### config.mk
export PLATFORM = sky130hd
export DESIGN_NAME = btc_work_loader
export DESIGN_NICKNAME = d
export VERILOG_FILES = /design/src/rtl/btc_work_loader.sv
export SDC_FILE = /design/constraint.sdc
export NUM_CORES = 1
export LEC_CHECK = 0
export ABC_CLOCK_PERIOD_IN_PS = 1780
export CAP_MARGIN = 40
export CORE_UTILIZATION = 40
export CTS_CLUSTER_DIAMETER = 60
export DETAILED_ROUTE_END_ITERATION = 12
export GPL_TIMING_DRIVEN = 0
export PLACE_DENSITY_LB_ADDON = 0.08
export SLEW_MARGIN = 20
export SYNTH_ARGS = -nofsm -noshare
export SYNTH_HDL_FRONTEND = slang
export SYNTH_SLANG_ARGS = --single-unit
### constraint.sdc
create_clock -name clk -period 1.78 [get_ports clk]
set_input_delay 0.356 -clock clk [delete_from_list [all_inputs] [get_ports clk]]
set_output_delay 0.356 -clock clk [all_outputs]
set_load 0.02 [all_outputs]
### src/rtl/btc_work_loader.sv
// Wishbone classic initiator: streams a block-header job into the miner registers,
// starts it, polls status until done and returns a nonce record.
// Optional build macro NONCE_IN_EN: 21-word jobs, word 20 goes to ADDR_NONCE_IN.
module btc_work_loader #(
  parameter logic [7:0]  ADDR_HDR_BASE = 8'h00,
  parameter logic [7:0]  ADDR_NONCE_IN = 8'h50,
  parameter logic [7:0]  ADDR_CTRL     = 8'h54,
  parameter logic [7:0]  ADDR_STATUS   = 8'h58,
  parameter logic [7:0]  ADDR_NONCE    = 8'h5C,
  parameter logic [31:0] CTRL_START    = 32'h0000_0003,
  parameter int unsigned POLL_GAP      = 16,
  parameter int unsigned ACK_TIMEOUT   = 255
) (
  input  logic        clk,
  input  logic        arst_n,
  input  logic [31:0] job_data,
  input  logic        job_valid,
  output logic        job_ready,
  output logic [31:0] res_nonce,
  output logic        res_found,
  output logic        res_err,
  output logic        res_valid,
  input  logic        res_ready,
  output logic        busy,
  output logic [7:0]  wb_addr,
  output logic [31:0] wb_wdata,
  output logic [3:0]  wb_sel,
  output logic        wb_we,
  output logic        wb_cycle,
  output logic        wb_strobe,
  output logic [2:0]  wb_cti,
  output logic [1:0]  wb_bte,
  input  logic [31:0] wb_rdata,
  input  logic        wb_ack,
  input  logic        wb_err,
  input  logic        wb_rty
);

`ifdef NONCE_IN_EN
  localparam int unsigned NWORDS  = 21;
  localparam logic        HAS_NIN = 1'b1;
`else
  localparam int unsigned NWORDS  = 20;
  localparam logic        HAS_NIN = 1'b0;
`endif
  localparam logic [4:0]  LAST_IDX = 5'(NWORDS - 1);
  localparam int unsigned TW       = $clog2(ACK_TIMEOUT + 1);
  localparam int unsigned GW       = (POLL_GAP > 1) ? $clog2(POLL_GAP) : 1;

  typedef enum logic [2:0] {
    S_IDLE, S_WR_HDR, S_WR_CTRL, S_GAP, S_RD_STAT, S_RD_NONCE, S_RESULT
  } state_t;

  state_t          r_state, w_state_nxt;
  logic            r_act, r_reissue, r_live, r_found, r_err;
  logic [4:0]      r_idx;
  logic [31:0]     r_word, r_nonce;
  logic [TW-1:0]   r_tmo;
  logic [GW-1:0]   r_gap;

  logic            w_job_ready, w_accept, w_ok, w_fail, w_rty, w_start;
  logic            w_gap_done, w_hdr_last;
  logic [7:0]      w_hdr_addr;

  // Bus response decode: err > ack > rty; timeout only when nothing answered.
  always_comb begin
    w_fail      = r_act && (wb_err ||
                  (!wb_ack && !wb_rty && (r_tmo == TW'(ACK_TIMEOUT - 1))));
    w_ok        = r_act && !wb_err && wb_ack;
    w_rty       = r_act && !wb_err && !wb_ack && wb_rty;
    w_gap_done  = (r_gap == GW'(POLL_GAP - 1));
    w_hdr_last  = (r_idx == LAST_IDX);
    w_hdr_addr  = (HAS_NIN && w_hdr_last) ? ADDR_NONCE_IN
                                          : ADDR_HDR_BASE + {1'b0, r_idx, 2'b00};
    w_job_ready = r_live && ((r_state == S_IDLE) ||
                  ((r_state == S_WR_HDR) && !r_act && !r_reissue));
    w_accept    = job_valid && w_job_ready;
    w_start     = 1'b0;
    unique case (r_state)
      S_IDLE:                          w_start = w_accept;
      S_WR_HDR:                        w_start = w_accept || r_reissue;
      S_WR_CTRL, S_RD_STAT, S_RD_NONCE: w_start = 1'b1;
      S_GAP:                           w_start = w_gap_done;
      default:                         w_start = 1'b0;
    endcase
  end

  always_ff @(posedge clk or negedge arst_n) begin
    if (!arst_n) r_state <= S_IDLE;
    else         r_state <= w_state_nxt;
  end

  always_comb begin
    w_state_nxt = r_state;
    unique case (r_state)
      S_IDLE:     if (w_accept) w_state_nxt = S_WR_HDR;
      S_WR_HDR:   if (w_fail) w_state_nxt = S_RESULT;
                  else if (w_ok && w_hdr_last) w_state_nxt = S_WR_CTRL;
      S_WR_CTRL:  if (w_fail) w_state_nxt = S_RESULT;
                  else if (w_ok) w_state_nxt = S_GAP;
      S_GAP:      if (w_gap_done) w_state_nxt = S_RD_STAT;
      S_RD_STAT:  if (w_fail) w_state_nxt = S_RESULT;
                  else if (w_ok) begin
                    if (!wb_rdata[0])     w_state_nxt = S_GAP;
                    else if (wb_rdata[1]) w_state_nxt = S_RD_NONCE;
                    else                  w_state_nxt = S_RESULT;
                  end
      S_RD_NONCE: if (w_fail || w_ok) w_state_nxt = S_RESULT;
      S_RESULT:   if (res_ready) w_state_nxt = S_IDLE;
      default:    w_state_nxt = S_IDLE;
    endcase
  end

  always_ff @(posedge clk or negedge arst_n) begin
    if (!arst_n) begin
      r_live    <= 1'b0;
      r_act     <= 1'b0;
      r_reissue <= 1'b0;
      r_tmo     <= '0;
      r_gap     <= '0;
      r_idx     <= '0;
      r_word    <= '0;
      r_nonce   <= '0;
      r_found   <= 1'b0;
      r_err     <= 1'b0;
    end else begin
      r_live <= 1'b1;
      // Every completed or retried access falls back to one idle cycle before the next.
      if (r_act) begin
        r_tmo <= r_tmo + TW'(1);
        if (w_ok || w_fail || w_rty) r_act <= 1'b0;
        if (w_rty) r_reissue <= 1'b1;
      end else begin
        r_tmo <= '0;
        if (w_start) begin
          r_act     <= 1'b1;
          r_reissue <= 1'b0;
        end
      end

      if (w_accept) r_word <= job_data;

      if (r_state != S_WR_HDR)           r_idx <= '0;
      else if (w_ok && !w_hdr_last)      r_idx <= r_idx + 5'd1;

      if (r_state == S_GAP) r_gap <= r_gap + GW'(1);
      else                  r_gap <= '0;

      if ((r_state == S_IDLE) && w_accept) begin
        r_nonce <= '0;
        r_found <= 1'b0;
        r_err   <= 1'b0;
      end
      if (w_fail) begin
        r_nonce <= '0;
        r_found <= 1'b0;
        r_err   <= 1'b1;
      end else if ((r_state == S_RD_STAT) && w_ok && wb_rdata[0] && !wb_rdata[1]) begin
        r_nonce <= '0;
        r_found <= 1'b0;
      end else if ((r_state == S_RD_NONCE) && w_ok) begin
        r_nonce <= wb_rdata;
        r_found <= 1'b1;
      end
    end
  end

  always_comb begin
    job_ready = w_job_ready;
    busy      = (r_state != S_IDLE);
    res_valid = (r_state == S_RESULT);
    res_nonce = r_nonce;
    res_found = r_found;
    res_err   = r_err;
    wb_cycle  = r_act;
    wb_strobe = r_act;
    wb_sel    = r_act ? 4'hF : 4'h0;
    wb_cti    = '0;
    wb_bte    = '0;
    wb_we     = 1'b0;
    wb_addr   = '0;
    wb_wdata  = '0;
    if (r_act) begin
      unique case (r_state)
        S_WR_HDR: begin
          wb_we    = 1'b1;
          wb_addr  = w_hdr_addr;
          wb_wdata = r_word;
        end
        S_WR_CTRL: begin
          wb_we    = 1'b1;
          wb_addr  = ADDR_CTRL;
          wb_wdata = CTRL_START;
        end
        S_RD_STAT:  wb_addr = ADDR_STATUS;
        S_RD_NONCE: wb_addr = ADDR_NONCE;
        default: ;
      endcase
    end
  end

endmodule

# --- Yosys cells after proc, flatten, opt, wreduce, memory -nomap -nowiden ---
# Cells that the tools add are included.
totals:
  wordCells: 112
  output_inout_bits: 89
  register_bits: 89
op_classes:
  n_mux: 40
  reduce_logical: 40
  n_eq_ne: 18
  addsub: 3
op_table:
  columns: ["cell", "n"]
  rows:
  - ["32-bit 2-to-1 mux", 5]
  - ["32-bit one-hot mux with 2 select lines", 1]
  - ["3-bit 2-to-1 mux", 11]
  - ["7-bit one-hot mux with 4 select lines", 1]
  - ["3-bit one-hot mux with 7 select lines", 1]
  - ["1-bit logical AND", 18]
  - ["1-bit 2-to-1 mux", 13]
  - ["5-bit 2-to-1 mux", 2]
  - ["3-bit == test (second input constant)", 3]
  - ["8-bit by 1-bit adder with 8-bit output (second input constant)", 1]
  - ["8-bit == test (second input constant)", 1]
  - ["4-bit 2-to-1 mux", 2]
  - ["8-bit 2-to-1 mux", 1]
  - ["1-bit logical NOT", 7]
  - ["7-bit 2-to-1 mux", 1]
  - ["7-bit AND reduction", 1]
  - ["3-bit by 2-bit == test with 1-bit output (second input constant)", 2]
  - ["2-bit inequality test (second input constant)", 3]
  - ["3-bit inequality test (second input constant)", 2]
  - ["2-bit nonzero test", 3]
  - ["5-bit by 1-bit adder with 5-bit output (second input constant)", 1]
  - ["5-bit == test (second input constant)", 1]
  - ["1-bit logical OR", 5]
  - ["4-bit by 1-bit adder with 4-bit output (second input constant)", 1]
  - ["13 further kinds", 14]

# --- Depth between registers and ports, before layout ---
logic_depth:
  ltp_word: 11
  mapped_depth: 7
  depth_no_buf: 6

# --- Worst setup path before layout ---
# Ideal clock, no wire load.
synth_path:
  path_kind: "register -> output"
  from: "register r_act (netlist: wb_cycle)"
  to: "output port wb_addr[5]"
  path_stages_with_launch: 6
  arrival_time_ns: 1.512
  path_slack_ns: -0.088
  required_ns: 1.424
  cell_sequence: "dfrtp_1 clkbuf_2 nand2b_1 nor2_1 clkbuf_1 and2_1"
synth_between:
  elab_chain_cells: 1
synth_rtl:
  columns: ["element", "line_no", "text"]
  rows:
  - ["start: declaration", "55", "logic r_act, r_reissue, r_live, r_found, r_err;"]
  - ["start signal: assignment", "117", "r_act <= 1'b0;"]
  - ["start signal: assignment", "131", "if (w_ok || w_fail || w_rty) r_act <= 1'b0;"]
  - ["start signal: assignment", "136", "r_act <= 1'b1;"]
  - ["7-bit 2-to-1 mux", "183", "if (r_act) begin"]
  - ["end: declaration", "25", "output logic [7:0] wb_addr,"]
# No other way between the ends.

# --- Worst setup path after layout ---
layout_path:
  from: "register r_state[1]"
  to: "output port wb_wdata[23]"
layout_between:
  elab_chain_cells: 3
layout_rtl:
  columns: ["element", "line_no", "text"]
  rows:
  - ["start: declaration", "54", "state_t r_state, w_state_nxt;"]
  - ["start signal: assignment", "90", "else r_state <= w_state_nxt;"]
  - ["3-bit by 2-bit == test with 1-bit output / 3-bit by 1-bit == test with 1-bit output (equally long branches)", "184", "unique case (r_state)"]
  - ["32-bit one-hot mux with 2 select lines (*)", "184", null]
  - ["32-bit 2-to-1 mux (*)", "183", null]
  - ["end: declaration", "26", "output logic [31:0] wb_wdata,"]
# Mark *: on every way between the ends. The rest lies on a longest branch, timed or not.

==> metrics.yaml <==
power:
  power.switching_w: 0.003157
  p_per_area_nw_per_um2: 1286
  total_power_w: 0.009091
  combPwrFrac_pct: 52.7
  ir_drop_v: 0.0006719
  internal-power_w: 0.005934
  switching_share_pct: 34.73
  p_leak_nw: 3.276
  power_frac_seq_pct: 31.1
  clock_power_share_pct: 16.2
placement:
  placedCellCount: 658
  portBuffers: 151
  hpwlAfterDp_mm: 7.525
  routabilityCongestion: 0.8299
status:
  violations: "negative setup slack"
  status: "complete, but fails checks"
synthesis:
  synth-seq-cells: 89
  synth_most_common_cell: "dfrtp_1"
  yosys.area_share.simple_pct: 14.23
  synth_xor_xnor_area_share_pct: 2.475
  synth_adder_area_share_pct: 1.179
  synth_top_family_by_area: "simple AND/OR/NAND/NOR gates"
  ys_top_cells_by_area: "dfrtp_1 (52%), mux2_2 (7.7%), a22o_1 (6.8%)"
  synth_top_area_cell: "dfrtp_1"
  synth_cell_type_count: 51
  synth_area_um2: 4247
  synthTopCellsByCount: "dfrtp_1 (89), and2_1 (40), a22o_1 (33), mux2_2 (29), nor2_1 (17)"
  ys_seq_area_share_pct: 52.45
  syn_avg_cell_area_um2: 11.70
  synth.area.mux_share_pct: 8.721
  synth_top_area_share_pct: 52.45
  synth_edf_count: 0
  netlist_instances: 363
  synth_compound_area_share_pct: 14.14
  async_flop_share_pct: 100.0
  yosysWarningCount: 0
  synth_ff_type: "dfrtp_1"
timing:
  fin_crit_sh_pct: 114.1
  clock_skew_ns: 0.01099
  fmax_ghz: 0.4922
  setup_viol: 57
  rsz0062_at_grt: "yes"
  hold_viol_final: 0
  fin_ws_ns: -0.2515
  fin_tns_setup_ns: -8.723
  slew_violations: 0
  min_period_ns: 2.032
routing:
  ant_nets: 0
  drc_errors: 0
  wl_mm: 11.57
  firstDrtPassIters: 4
  dr_total_vias: 3602
  avgViaCountPerCell: 5.017
  routedWlPerCell_um: 16.12
  drt_iter0_markers: 110
critical_path:
  startpoint_type: "flip-flop"
  path_cells: "buf_6 -> nand2b_4 -> nor2_4 -> buf_12 -> buf_8 -> and2_4 -> buf_6"
  crit_slowest_cell: "dfrtp_1"
  crit_family: "buffers and inverters"
  critPathMaxFanout: 7
  crit_buf_inv: 4
  slowest_delay_ns: 0.40
  worst-endpoint-required_ns: 1.42
  crit_arrival_ns: 1.68
  path_common_cell: "buf_6"
  end_kind: "primary output"
  crit_type: "flip-flop to primary output"
cells_and_area:
  antenna_cells: 0
  nFillCells: 760
  area_growth_pct: 66.44
  register_area_um2: 2228
  num-nets-final: 652
  layout.cells.non_filler: 718
  drive_gt1_share_pct: 41.07
  final_core_util_pct: 68.46
  multi_input_area_um2: 2019
floorplanning:
  dieHeight_um: 105.0
  die_w_um: 105.0
  fp.coreArea_um2: 10320
  die_area_um2: 11030
  row_count: 37
  io_pins: 160
  initial_core_util_pct: 41.13
global_routing:
  grt_pass1_vias: 3533
  grt_use_total_pct: 20.73
  grt_pass1_wl_mm: 17.95
  grt_max_degree: 56
  antenna_found_initial: 0
  overflow: 0
cts:
  h-tree-depth: 3
  cts_buffer_depth: 2
  cts_root_buf: "clkbuf_8"
  cts_buffers: 9
  clk_latency_ns: 0.36
  cts_tree: "built"
  cts_sinks: 89
  cts.clk_slew.worst_paths_ns: 0.09
run:
  drv_cap: 0
min_path:
  hold_path_class: "primary input to flip-flop"
[final cells by class]
class,instances,share of cell area [%]
clock buffers,11,2.142
flip-flops and latches,89,31.53
plain buffers,34,5.346
clock inverters,5,0.8674
repair buffers,197,28.66
multi-input cells,238,28.57
inverters,8,0.4780
well taps,136,2.408
[power groups by stage]
stage	Clock (W)	Sequential, W	Combinational (W)
2_1_floorplan	0	0.00283	0.00205
3_3_place_gp	0	0.00280	0.00327
3_5_place_dp	0	0.00282	0.00330
4_1_cts	0.00150	0.00281	0.00415
5_1_grt	0.00158	0.00289	0.00510
6_report	0.00147	0.00282	0.00479
[what timing repair did]
action,4_1_cts,5_1_grt
gates cloned,5,3
resized for setup,330,51
hold buffers,1,0
pin swaps,29,17
endpoints found under the setup margin,109,109
endpoints found under the hold margin,34,0
setup buffers,18,18
[per-stage QoR]
step           setup slack, ns  hold slack (ns)  cell area (um2)
2_1_floorplan         0.008797          0.06041             4275
3_3_place_gp            -3.311           0.4481             5957
3_5_place_dp           -0.8482           0.2727             5986
4_1_cts                -0.3260           0.3928             6700
5_1_grt                -0.3146           0.3576             7068
6_report               -0.2515           0.3200             7068
[state kept, by name, indices dropped and copies added, names as in the netlist]
name       flops
r_live         1
r_tmo          8
res_err        1
r_reissue      1
r_word        32
r_state        3
wb_cycle       1
res_found      1
res_nonce     32
r_idx          5
r_gap          4
[cells by family (layout without fill, tap and decap cells)]
kind of cell | after synthesis | count (layout)
adder cells (fa/ha/maj) | 4 | 4
AND/OR/NAND/NOR | 105 | 105
AO/OA/AOI/OAI | 75 | 75
multiplexers | 33 | 33
XOR/XNOR | 12 | 12
buffers and inverters | 43 | 255
flip-flops | 89 | 89
other | 2 | 9
[placed cells by master, fill, tap and decap left out, types with 4 or more instances in the layout]
| master | netlist | routed |
|---|---|---|
| clkbuf_16 | 0 | 4 |
| xnor2_1 | 5 | 5 |
| buf_8 | 0 | 11 |
| clkbuf_8 | 0 | 11 |
| clkdlybuf4s50_1 | 0 | 100 |
| nand3_1 | 7 | 6 |
| buf_6 | 7 | 53 |
| dlygate4sd2_1 | 0 | 8 |
| nor2b_1 | 6 | 4 |
| and2_4 | 0 | 33 |
| o21ai_0 | 9 | 6 |
| xor2_1 | 7 | 7 |
| nor2_1 | 17 | 14 |
| conb_1 | 2 | 9 |
| inv_1 | 8 | 7 |
| and2_1 | 40 | 7 |
| a21oi_1 | 10 | 4 |
| mux2_2 | 29 | 29 |
| clkinvlp_4 | 0 | 4 |
| dfrtp_1 | 89 | 88 |
| buf_4 | 16 | 46 |
| a22o_1 | 33 | 33 |
| a21oi_2 | 0 | 4 |
| nand2_1 | 13 | 11 |
[final timing paths]
kind | startpoint | endpoint | slack, ns | cells past startpoint
min reg2reg | r_gap[0] | r_gap[0] | 0.46 | 1
max | r_state[1] | wb_wdata[23] | -0.25 | 7
min in group asynchronous | arst_n | r_word[2] | 0.45 | 2
max in group asynchronous | arst_n | res_nonce[9] | 0.75 | 3
max reg2reg | r_idx[0] | r_state[2] | -0.09 | 6
min | wb_ack | wb_cycle | 0.32 | 2
[metal layers]
layer | GRT usage, % | vias up | wire length, um
met5 | 0 | - | 0
met2 | 34.44 | 154 | 5793
met4 | 7.143 | 0 | 228
met1 | 26.96 | 1762 | 4820
li1 | - | 1670 | -
met3 | 4.180 | 16 | 731
No activity file was read; power rests on OpenSTA's default activity.
